[src/rtl/reg_file_pkg.sv]
// Shared types and default sizes for the parametrised register file.
package reg_file_pkg;

    localparam int DEFAULT_DATA_W = 8;
    localparam int DEFAULT_ADDR_W = 4;

    typedef enum logic {
        RF_CLEAR,
        RF_RUN
    } rf_state_t;

endpackage

[src/rtl/reg_file_clear_fsm.sv]
// Clear sequencer: sweeps registers 1..NREGS-1 to zero after reset or on request,
// then holds RUN; also owns the sticky write-while-busy error flag.
module reg_file_clear_fsm
    import reg_file_pkg::*;
#(
    parameter int ADDR_W = DEFAULT_ADDR_W
) (
    input  logic              clk,
    input  logic              reset,
    input  logic              write_enable,
    input  logic              clr_req,
    output logic              ready,
    output logic              clr_we,
    output logic [ADDR_W-1:0] clr_addr,
    output logic              wr_err
);

    localparam logic [ADDR_W-1:0] FIRST_IDX = ADDR_W'(1);
    localparam logic [ADDR_W-1:0] LAST_IDX  = '1;

    rf_state_t         state, state_next;
    logic [ADDR_W-1:0] cnt, cnt_next;
    logic              wr_err_q, wr_err_next;

    always_ff @(posedge clk) begin
        if (reset) begin
            state    <= RF_CLEAR;
            cnt      <= FIRST_IDX;
            wr_err_q <= 1'b0;
        end else begin
            state    <= state_next;
            cnt      <= cnt_next;
            wr_err_q <= wr_err_next;
        end
    end

    // Exit is decided on the last index before any increment, so cnt never wraps to 0.
    always_comb begin
        state_next  = state;
        cnt_next    = cnt;
        wr_err_next = wr_err_q;
        ready       = 1'b0;
        clr_we      = 1'b0;
        clr_addr    = cnt;
        case (state)
            RF_CLEAR: begin
                clr_we = 1'b1;
                if (write_enable) begin
                    wr_err_next = 1'b1;
                end
                if (cnt == LAST_IDX) begin
                    state_next = RF_RUN;
                end else begin
                    cnt_next = cnt + 1'b1;
                end
            end
            RF_RUN: begin
                ready = 1'b1;
                if (clr_req) begin
                    state_next = RF_CLEAR;
                    cnt_next   = FIRST_IDX;
                end
            end
            default: begin
                state_next = RF_CLEAR;
                cnt_next   = FIRST_IDX;
            end
        endcase
    end

    assign wr_err = wr_err_q;

endmodule

[src/rtl/reg_file_p.sv]
// Parametrised CPU register file: two read ports with optional write bypass,
// register 0 reads as zero, mirrored output register, built-in clear sweep.
module reg_file_p
    import reg_file_pkg::*;
#(
    parameter int DATA_W  = DEFAULT_DATA_W,
    parameter int ADDR_W  = DEFAULT_ADDR_W,
    parameter int OUT_IDX = (2 ** ADDR_W) - 1,
    parameter bit BYPASS  = 1'b1
) (
    input  logic              clk,
    input  logic              reset,
    input  logic [ADDR_W-1:0] RA1,
    input  logic [ADDR_W-1:0] RA2,
    input  logic [ADDR_W-1:0] WA,
    input  logic [DATA_W-1:0] WD,
    input  logic              write_enable,
    input  logic              clr_req,
    output logic [DATA_W-1:0] RD1,
    output logic [DATA_W-1:0] RD2,
    output logic [DATA_W-1:0] cpu_out,
    output logic              ready,
    output logic              wr_err
);

    localparam int                NREGS    = 2 ** ADDR_W;
    localparam logic [ADDR_W-1:0] OUT_ADDR = ADDR_W'(OUT_IDX);

    logic [DATA_W-1:0] rf [NREGS];

    logic              clr_we;
    logic [ADDR_W-1:0] clr_addr;
    logic              mem_we;
    logic [ADDR_W-1:0] mem_addr;
    logic [DATA_W-1:0] mem_wd;

    reg_file_clear_fsm #(
        .ADDR_W(ADDR_W)
    ) u_clear_fsm (
        .clk         (clk),
        .reset       (reset),
        .write_enable(write_enable),
        .clr_req     (clr_req),
        .ready       (ready),
        .clr_we      (clr_we),
        .clr_addr    (clr_addr),
        .wr_err      (wr_err)
    );

    // The sweep owns the write port while clearing; normal writes only land in RUN.
    always_comb begin
        mem_we   = clr_we | (ready & write_enable & (WA != '0));
        mem_addr = clr_we ? clr_addr : WA;
        mem_wd   = clr_we ? '0 : WD;
    end

    always_ff @(posedge clk) begin
        if (mem_we && (mem_addr != '0)) begin
            rf[mem_addr] <= mem_wd;
        end
    end

    always_comb begin
        RD1 = '0;
        if (ready && (RA1 != '0)) begin
            if (BYPASS && write_enable && (WA == RA1)) begin
                RD1 = WD;
            end else begin
                RD1 = rf[RA1];
            end
        end
    end

    always_comb begin
        RD2 = '0;
        if (ready && (RA2 != '0)) begin
            if (BYPASS && write_enable && (WA == RA2)) begin
                RD2 = WD;
            end else begin
                RD2 = rf[RA2];
            end
        end
    end

    // Committed contents only; the bypass path deliberately does not reach cpu_out.
    always_comb begin
        cpu_out = '0;
        if (ready && (OUT_ADDR != '0)) begin
            cpu_out = rf[OUT_ADDR];
        end
    end

endmodule
[config.mk]
export PLATFORM = sky130hd
export DESIGN_NAME = reg_file_p
export DESIGN_NICKNAME = d
export VERILOG_FILES = /design/src/rtl/reg_file_pkg.sv /design/src/rtl/reg_file_clear_fsm.sv /design/src/rtl/reg_file_p.sv
export SDC_FILE = /design/constraint.sdc
export NUM_CORES = 1
export LEC_CHECK = 0
export ABC_AREA = 1
export BUFFER_PORTS_ARGS = -buffer_cell sky130_fd_sc_hd__buf_4
export CAP_MARGIN = 0
export CORE_MARGIN = 2
export CORE_UTILIZATION = 55
export CTS_BUF_LIST = sky130_fd_sc_hd__clkbuf_2
export CTS_CLUSTER_DIAMETER = 80
export DETAILED_ROUTE_END_ITERATION = 7
export HOLD_SLACK_MARGIN = 0.08
export PLACE_DENSITY = 0.75
export SKIP_CTS_REPAIR_TIMING = 1
export SYNTH_ARGS = -nofsm -noshare
export SYNTH_HDL_FRONTEND = slang
export SYNTH_SLANG_ARGS = --single-unit
[constraint.sdc]
create_clock -name clk -period 1.8 [get_ports clk]
set_input_delay 0 -clock clk [delete_from_list [all_inputs] [get_ports clk]]
set_output_delay 0 -clock clk [all_outputs]
set_load 0.01 [all_outputs]
==> results by group, run 1 <==
Routing
  • Drt wl/cell: 18.9 µm
  • Total wire length: between 20 and 25 mm
  • Via count: roughly 7500
  • Vias per inst: 5.79
  • Initial drt markers: about 1200
  • Post-route ant nets: 0
  • Residual DRC count: 0
  • DR pass1 iterations: 5

Pwr
  • Cell Pwr Density: 682 nW/µm²
  • Max VDD drop: 0.471 mV
  • Combinational Power Share: approximately 18%
  • P_leak: 0.00438 µW
  • Psw: 1820 µW
  • Internal power: ~4500 µW
  • Final Power: 6340 µW
  • Clock power frac: 26.5%
  • Sequential share of power: 55.7%
  • Switching Fraction: 28.7%

Global route
  • Grt met3 use: 7.98%
  • Global router's overall resource usage: 32.4%
  • Total congestion overflow: 0
  • Initial antenna violation count: 1
  • Number of global-route vias before repair: around 6600
  • GR Util met2: ~50%
  • Pin count of the biggest net entering global routing: 65
  • Top Usage Layer GRT: met2
  • M1 GR Usage: 41.2%
  • First-pass GRT wire length: approximately 36 mm

Worst setup path
  • CP max stage cell: dfxtp_2
  • Slack of the worst reg-to-reg path: 20 ps
  • Crit path cell chain: buf_12, buf_8, inv_8, a31oi_4, buf_6, o21ai_2, nor2_2, buf_6
  • Startpoint Class: flop
  • Worst EP required: 1800 ps
  • CP Class: flop to primary output
  • Worst Path Buf+Inv: 5
  • Reg2reg path depth: 8
  • Setup crit end kind: primary output
  • Critical Path Most Common Cell: buf_6
  • Max incr delay on CP: 370 ps
  • Reg2Reg Launch Point: u_clear_fsm.state
  • Reg2reg end: rf[10][4]
  • Critical path peak fanout: 8
  • CP top delay family: buffers and inverters
  • CP Data Arrival Time: 2080 ps

Min path
  • Min-delay worst type: input port to flop
  • Worst Hold Depth: 4
  • Hold endpoint: u_clear_fsm.clr_addr[0]
  • Min-delay src: clr_req

STA
  • Fin crit period: approximately 2100 ps
  • Fin Hold WS: 84.2 ps
  • Worst Skew: 33.1 ps
  • Final setup margin: -280 ps
  • RSZ-0062 raised after global routing: true
  • Final worst path period share: 116%
  • Max-slew headroom: 49.8%
  • Final Hold Vio Count: 0
  • Max-slew violation count: 0
  • Final setup violation count: 16
  • Worst Tran Pin Value: 753 ps
  • Fin Setup TNS: -3340 ps
  • Fmax achieved: 481 MHz

Run
  • Max-cap viol count: 0

Place
  • Placer Congestion: about 0.95
  • Inst Count DP: 1228
  • Port bufs: 49
  • Hpwl dp: 15.2 mm
  • Pre-CTS setup slack: -268 ps

Status
  • Violated checks: negative setup slack
  • Status: complete, but fails checks

Logic synthesis
  • Mapped Cells: 1002
  • Syn avg cell area: 7.84 µm²
  • Sequential element share of the synthesized area: 50.4%
  • Post-synthesis register bit count: ~130
  • Synth area leaders: edfxtp_1 49%, nand2_1 18%, nand3_1 11%
  • Warnings, synthesis: 0
  • Yosys top cell area share: 48.9%
  • Netlist Area Pre-Place: a little under 8000 µm²
  • Area leader, netlist: edfxtp_1
  • Distinct cell type count after synthesis: 31

Clocking
  • CTS tree: built
  • Worst-path clk slew: 170 ps
  • H-Tree Depth: 4
  • Clock buffer depth: 2
  • CTS buffer count: 17
  • Worst-Skew Late Latency: roughly 730 ps
  • Clock Sink Count: 134
  • Root Driver: clkbuf_2

Die
  • Die area: 15300 µm²
  • Initial Util: ~56%
  • Die height: 124 µm
  • Placement Rows: 43
  • Core area: approximately 14000 µm²
  • Die X: 124 µm
  • IO Pins: 50

Cells and area
  • Commonest non-fill, non-tap cell in the layout: nand2_1
  • Ratio of cells with drive above 1 in the final layout: 21.9%
  • Most frequent cells in the layout: 356 x nand2_1, 161 x nand3_1, 128 x edfxtp_1
  • P&R area growth vs syn: 18.3%
  • Final nets: 1120
  • Post-Layout Cell Count: 1287
[worst register-to-register path: cells and delay by family, from the launching register on]
kind / cells / cell delay (ps)
compound gates: 1 / 190
buf+inv: 4 / 560
flops: 1 / 360
simple gates: 3 / 400
[stage by stage]
step | instance area (µm²) | utilization (%)
CTS | 8690 | 62.4
floorplan | 7880 | -
detailed placement | 8490 | 61.0
global route | 9300 | 66.7
finish | 9300 | 66.7
global placement | 8490 | 61.0
[sequential cells by signal, summed over array words and instances (netlist names)]
| register | count |
|---|---|
| u_clear_fsm.wr_err | 1 |
| u_clear_fsm.state | 1 |
| rf | 128 |
| u_clear_fsm.clr_addr | 4 |
[Yosys cell counts]
library cell / number
nand3_4: 1
ha_1: 1
nand3_1: 174
inv_2: 5
nor2_1: 80
a21oi_1: 4
o21ai_2: 2
edfxtp_1: 128
nand4_2: 1
a21oi_2: 2
clkbuf_1: 2
buf_4: 18
nand3_2: 5
inv_1: 122
o21ai_0: 2
xor2_1: 1
inv_4: 3
dfxtp_1: 6
buf_2: 16
xnor2_1: 2
nor2_2: 7
buf_1: 2
nand2_2: 1
or2_1: 1
nand2_1: 368
buf_6: 15
nor3_1: 11
o21ai_1: 18
conb_1: 1
a31oi_4: 2
buf_8: 1
[cells by family after synthesis]
group | Yosys count | share of synthesized area [%]
buffers and inverters | 184 | 11.6
AND/OR/NAND/NOR | 649 | 34.9
flip-flops | 134 | 50.4
AO/OA/AOI/OAI | 30 | 2.52
other | 1 | 0.0477
XOR/XNOR | 3 | 0.334
adder cells (fa/ha/maj) | 1 | 0.159
[layout make-up]
| class | instances | area, µm² |
|---|---|---|
| clock buffer | 23 | 115 |
| fill | 1152 | 4640 |
| multi-input combinational | 691 | 3290 |
| tap | 180 | 225 |
| inverter | 130 | 500 |
| sequential | 134 | 3970 |
| clock inverter | 7 | 81.3 |
| timing repair buffer | 121 | 1110 |
| antenna | 1 | 2.50 |
[worst max path at each step]
stage	start	to	slack, ps	depth (start not counted)
after floorplan	u_clear_fsm.state	rf[8][0]	-180	7
after global placement	u_clear_fsm.state	rf[3][7]	-270	7
after detailed placement	u_clear_fsm.state	rf[3][0]	-270	7
after CTS	u_clear_fsm.state	RD2[3]	-570	7
after global routing	u_clear_fsm.state	RD2[3]	-350	8
final	u_clear_fsm.state	RD2[3]	-280	8
[per-layer routing]
metal | up-vias | share of wire (%)
li1 | 3386 | -
met1 | 3410 | 36
met2 | 557 | 47
met3 | 102 | 12
met4 | 0 | 5.0
met5 | - | 0
[power by group through the flow]
stage / Sequential [µW] / Clock, µW / Combinational, µW
CTS: 3520 / 1690 / 974
global route: 3540 / 1800 / 1210
finish: 3530 / 1680 / 1130
detailed placement: 3590 / 0 / 968
floorplan: 3580 / 0 / 659
global placement: 3590 / 0 / 959
(Power assumes the default switching activity.)
==> run 2, diff against run 1 <==
--- a/config.mk
+++ b/config.mk
@@ -14,8 +14,9 @@
 export CTS_CLUSTER_DIAMETER = 80
 export DETAILED_ROUTE_END_ITERATION = 7
 export HOLD_SLACK_MARGIN = 0.08
-export PLACE_DENSITY = 0.75
+export PLACE_DENSITY = 0.74
 export SKIP_CTS_REPAIR_TIMING = 1
 export SYNTH_ARGS = -nofsm -noshare
 export SYNTH_HDL_FRONTEND = slang
+export SYNTH_HIERARCHICAL = 1
 export SYNTH_SLANG_ARGS = --single-unit
==> run 2 against run 1 <==
  * The flow still finishes with violations (negative setup slack)
  * Clock skew is 12 ps lower
  * First-iteration DRC count is 9.6% lower
  * Wire length is 0.76% higher
  * Global-route usage is 0.16 points lower
  * Core utilization is 2.5 points higher
  * Cell area is 3.3% higher
  * Synthesized cell count is 1.0% higher
  * Via count is 1.1% higher
  * Sequential cell count stayed put
  * Sequential power is 1% lower
  * Largest power group unchanged
  * Highest routed layer unchanged
==> results by group, run 2 <==
Global route
  • Top Usage Layer GRT: met2
  • Global router's overall resource usage: approximately a third
  • Grt met3 use: under 10%
  • GR Util met2: 49.2%
  • Pin count of the biggest net entering global routing: 66
  • Total congestion overflow: 0
  • M1 GR Usage: 44.1%
  • Number of global-route vias before repair: between 6000 and 7000
  • First-pass GRT wire length: 35.8 mm
  • Initial antenna violation count: 0

Cells and area
  • P&R area growth vs syn: 22.9%
  • Area of the multi-input gates: about 3500 µm²
  • Most frequent cells in the layout: 300 x nand2_1, 128 x edfxtp_1, 115 x nand3_1
  • Ratio of cells with drive above 1 in the final layout: about a quarter
  • Flip-flop count of the largest register after layout: 128
  • Ant. Diodes: 0
  • Fillers: 1099
  • Storage cell area: 3970 µm²
  • Final nets: 1131
  • Commonest non-fill, non-tap cell in the layout: nand2_1
  • Biggest register: rf

STA
  • Final Hold Vio Count: 0
  • Final setup margin: -244 ps
  • Fin crit period: 2040 ps
  • Max-slew violation count: 0
  • RSZ-0062 raised after global routing: true
  • Worst Skew: 21.3 ps
  • Fmax achieved: 489 MHz
  • Final worst path period share: 114%
  • Final setup violation count: 31
  • Worst Tran Pin Value: 745 ps
  • Max-slew headroom: 50.2%

Die
  • Die area: around 15000 µm²
  • IO Pins: 50
  • Initial Util: 56.3%
  • Placement Rows: 43
  • Die height: 123 µm
  • Die X: ~120 µm
  • Core area: ~14000 µm²

Logic synthesis
  • Syn avg cell area: 7.72 µm²
  • Warnings, synthesis: 6
  • Most common library cells after synthesis: 318 x nand2_1, 169 x nand3_1, 133 x inv_1
  • Synth async-reset ratio: 0%
  • Most common cell in the synthesized netlist: nand2_1
  • EDFF count, synth: 128
  • Netlist Area Pre-Place: slightly below 8000 µm²
  • Area leader, netlist: edfxtp_1
  • Synth area leaders: edfxtp_1 49%, nand2_1 15%, nand3_1 11%
  • Distinct cell type count after synthesis: 31
  • Mapped Cells: 1012
  • Main synth FF type: edfxtp_1
  • Sequential element share of the synthesized area: 50.7%
  • Yosys top cell area share: roughly half
  • Post-synthesis register bit count: 134

Worst setup path
  • Worst EP required: 1800 ps
  • Worst Path Buf+Inv: 2
  • Startpoint Class: flop
  • Critical path peak fanout: 2
  • Max incr delay on CP: about 380 ps
  • CP top delay family: simple AND/OR/NAND/NOR gates
  • Crit path cell chain: inv_1, nand2_1, nand3_1, nand3_1, nand2_1, nor2_2, nor2_2, nor2_1, buf_4
  • CP Class: flop to primary output
  • Setup crit end kind: primary output
  • CP max stage cell: edfxtp_1
  • CP Data Arrival Time: 2040 ps

Routing
  • Drt wl/cell: 18.9 µm
  • Vias per inst: 5.80
  • Residual DRC count: 0
  • DR pass1 iterations: 6
  • Total wire length: about 25 mm
  • Initial drt markers: 1126
  • Via count: 7535
  • Post-route ant nets: 0

Place
  • Pre-CTS setup slack: -13.7 ps
  • Hpwl dp: 16.2 mm
  • Placer Congestion: 0.977
  • Port bufs: 49

Pwr
  • Final Power: roughly 6700 µW
  • Cell Pwr Density: 693 nW/µm²
  • P_leak: approximately 0.0045 µW
  • Max VDD drop: 0.788 mV

Clocking
  • Worst-Skew Late Latency: 770 ps
  • Worst-path clk slew: approximately 180 ps
  • CTS buffer count: 17
  • Clock Sink Count: 134
  • Clock buffer depth: 2
  • CTS tree: built
  • H-Tree Depth: 4
  • Root Driver: clkbuf_2

Status
  • Status: complete, but fails checks
  • Violated checks: negative setup slack

Run
  • Max-cap viol count: 0

Min path
  • Min-delay worst type: input port to flop
## run 2: cell types whose count changed after synthesis, moves of 5 or more
cell and delta:
buf_4 -10, o211ai_1 +10, o21ai_0 +13, nor2_1 +28, nand2_1 -50, buf_2 +17
buf_6 -7, a21oi_1 +12, nand3_2 -5, inv_1 +11, nor3_1 -11, nand3_1 -5
## run 2: path summary, 6_finish.rpt
kind	to	slack, ps	cells past startpoint	startpoint
max	RD1[2]	-240	9	rf[15][2]
min	u_clear_fsm/wr_err	50	4	write_enable
max reg2reg	rf[9][6]	-20	10	u_clear_fsm/state
min reg2reg	u_clear_fsm/clr_addr[3]	640	3	u_clear_fsm/clr_addr[3]
## run 2: area by class of cell
cell class	count	share of cell area, %
clock inverter	11	1.63
multi-input combinational	685	36.4
timing repair buffer	121	11.3
clock buffer	21	1.09
inverter	147	5.90
tap	180	2.34
sequential	134	41.3
## run 2: metrics by stage
step,util (%),hold slack (ps),setup TNS [ps],instances,instance area [µm²]
floorplan,-,69.1,-6840,1019,7870
global placement,61.6,180,0,1243,8550
detailed placement,61.6,180,-107,1243,8550
CTS,63.5,-626,-5990,1275,8810
global route,69.2,61.3,-5910,1299,9610
finish,69.2,47.8,-3540,1299,9610
## run 2: per-layer routing
metal | up-vias | wire, µm
met5 | - | 0
met4 | 0 | 802
met3 | 76 | 3040
met2 | 528 | 11400
met1 | 3504 | 9300
li1 | 3427 | -
## run 2: cells by family (layout without fill, tap and decap cells)
kind of cell             Yosys count  count (layout)  synth area share (%)
AND/OR/NAND/NOR                  614             614                  33.1
adder cells (fa/ha/maj)            1               1                 0.160
XOR/XNOR                           1               1                 0.112
AO/OA/AOI/OAI                     61              61                  4.47
buffers and inverters            200             300                  11.4
flip-flops                       134             134                  50.7
other                              1               8                0.0480
## run 2: power by group
group,switching (µW),internal (µW),total (µW)
clock network,1100,920,2020
logic,745,395,1140
registers,30.6,3460,3490
## run 2: worst register-to-register path: cells and delay by family, from the launching register on
family / cells / cell delay [ps]
buffers and inverters: 5 / 480
and+or+nand+nor: 4 / 620
AOI/OAI and AO/OA: 1 / 90
DFF: 1 / 380
==> run 3, diff against run 2 <==
--- a/config.mk
+++ b/config.mk
@@ -8,12 +8,11 @@
 export ABC_AREA = 1
 export BUFFER_PORTS_ARGS = -buffer_cell sky130_fd_sc_hd__buf_4
 export CAP_MARGIN = 0
-export CORE_MARGIN = 2
+export CORE_MARGIN = 10
 export CORE_UTILIZATION = 55
 export CTS_BUF_LIST = sky130_fd_sc_hd__clkbuf_2
 export CTS_CLUSTER_DIAMETER = 80
 export DETAILED_ROUTE_END_ITERATION = 7
-export HOLD_SLACK_MARGIN = 0.08
 export PLACE_DENSITY = 0.74
 export SKIP_CTS_REPAIR_TIMING = 1
 export SYNTH_ARGS = -nofsm -noshare
==> constraint.sdc (replaced) <==
create_clock -name clk -period 1.8 [get_ports clk]
set_input_delay 0.36 -clock clk [delete_from_list [all_inputs] [get_ports clk]]
set_output_delay 0.36 -clock clk [all_outputs]
set_load 0.01 [all_outputs]
==> run 3 against run 2 <==
  * The flow still finishes with violations (negative setup slack)
  * Clock power up 4%
  * First-iteration DRC count up 22%
  * Core utilization up 6.3 points
  * Critical path type unchanged
  * Critical endpoint unchanged
  * Highest routed layer unchanged
==> results by group, run 3 (synthesis results as in run 2) <==
STA
  • Worst Tran Pin Value: 822 ps
  • Final setup violation count: 145
  • Final Hold Vio Count: 0
  • Fmax achieved: 409 MHz
  • Max-slew headroom: 45.2%
  • RSZ-0062 raised after global routing: true
  • Fin crit period: 2450 ps
  • Final setup margin: -648 ps
  • Final worst path period share: 136%
  • Worst Skew: between 20 and 25 ps
  • Max-slew violation count: 0
  • Fin Hold WS: ~62 ps

Place
  • Pre-CTS setup slack: -188 ps
  • Inst Count DP: around 1300
  • Port bufs: 49
  • Placer Congestion: 0.912
  • Hpwl dp: 16.5 mm

Die
  • Die area: 19400 µm²
  • Initial Util: 56.3%
  • Die X: 139 µm
  • Placement Rows: 43
  • IO Pins: 50
  • Die height: 139 µm
  • Core area: 13900 µm²

Clocking
  • Clock buffer depth: 2
  • H-Tree Depth: 4
  • Clock Sink Count: 134
  • Worst-path clk slew: roughly 220 ps
  • Root Driver: clkbuf_2
  • CTS tree: built
  • CTS buffer count: 17
  • Worst-Skew Late Latency: 770 ps

Global route
  • First-pass GRT wire length: about 38 mm
  • Pin count of the biggest net entering global routing: ~50
  • Global router's overall resource usage: about a quarter
  • Total congestion overflow: 0
  • Initial antenna violation count: 0
  • Number of global-route vias before repair: 6792

Routing
  • Drt wl/cell: roughly 20 µm
  • Post-route ant nets: 0
  • DR pass1 iterations: 7
  • Residual DRC count: 0
  • Via count: between 7000 and 8000
  • Total wire length: 27.2 mm
  • Vias per inst: 5.93
  • Initial drt markers: between 1000 and 1500

Pwr
  • Cell Pwr Density: 664 nW/µm²
  • Sequential share of power: slightly above 50%
  • Combinational Power Share: 19.5%
  • P_leak: 0.00480 µW
  • Internal power: about 4900 µW
  • Clock power frac: a little under a third
  • Psw: just over 2000 µW
  • Max VDD drop: 0.432 mV
  • Switching Fraction: 29.7%

Worst setup path
  • Critical path peak fanout: 2
  • Worst EP required: 1440 ps
  • Setup crit end kind: primary output
  • Max incr delay on CP: about 440 ps
  • Slack of the worst reg-to-reg path: -160 ps
  • Critical Path Most Common Cell: nor2_1
  • Crit path cell chain: inv_2, nand2_1, o211ai_1, nand2_1, nor2_1, nor2_1, nor2_2, nor2_1, buf_4
  • Startpoint Class: flop
  • CP max stage cell: edfxtp_1
  • CP Class: flop to primary output
  • CP Data Arrival Time: 2090 ps

Run
  • Max-cap viol count: 0

Cells and area
  • Biggest register: rf
  • Flip-flop count of the largest register after layout: 128
  • Final nets: between 1000 and 1500
  • P&R area growth vs syn: 34.1%
  • Post-Layout Cell Count: between 1000 and 1500
  • Ant. Diodes: 0
  • Ratio of cells with drive above 1 in the final layout: 33.7%
  • Commonest non-fill, non-tap cell in the layout: nand2_1
  • Most frequent cells in the layout: 282 x nand2_1, 128 x edfxtp_1, 116 x nand3_1
  • Core Util, Final: 75.5%

Min path
  • Min-delay worst type: input port to flop

Status
  • Status: complete, but fails checks
  • Violated checks: negative setup slack
==> run 3: cell types whose count changed in the layout (fill, tap and decap cells not counted), sizes merged <==
cell | previous run | this run
dlygate4sd3 | 15 | 3
buf | 106 | 149
clkinv | 7 | 6
clkbuf | 21 | 19
clkinvlp | 1 | 2
inv | 146 | 148
==> run 3: final timing paths <==
path                      start                 end  cells after the start
min reg2reg  u_clear_fsm/wr_err  u_clear_fsm/wr_err                      2
max reg2reg   u_clear_fsm/state           rf[10][2]                     11
max                   rf[11][2]              RD1[2]                      9
min                       WD[6]            rf[5][6]                      3
==> run 3: through the flow <==
step	power [µW]	TNS (ps)	instance area (µm²)
2_1_floorplan	4190	-6840	7870
3_3_place_gp	4620	-5170	9060
3_5_place_dp	4630	-6780	9060
4_1_cts	6660	-20270	9330
5_1_grt	7160	-28590	10500
6_report	6950	-21510	10500
==> run 3: cell type report <==
cell class | instances | area [µm²]
inverter | 147 | 574
timing repair buffer | 153 | 1690
fill | 938 | 3400
sequential | 134 | 3970
clock buffer | 18 | 90.1
tap | 180 | 225
clock inverter | 13 | 179
multi-input combinational | 685 | 3750
==> run 3: critical path, delay by kind of cell, from the launching register on <==
family / cells / cell delay [ps]
compound gates: 1 / 100
buf+inv: 2 / 230
flops: 1 / 440
simple gates: 6 / 560
==> run 3: per-layer routing <==
metal  vias to the layer above  GRT usage (%)  part of all wire [%]
met3                       128           5.79                    12
met2                       642           37.1                    46
met4                         0           10.6                   4.8
met1                      3622           32.4                    38
li1                       3492              -                     -
met5                         -              0                     0
==> run 3: power groups by stage <==
stage | Sequential, µW | Combinational, µW | Clock (µW)
after floorplan | 3560 | 627 | 0
after global placement | 3560 | 1060 | 0
after detailed placement | 3560 | 1070 | 0
after CTS | 3490 | 1070 | 2090
after global routing | 3510 | 1430 | 2220
final | 3500 | 1360 | 2100
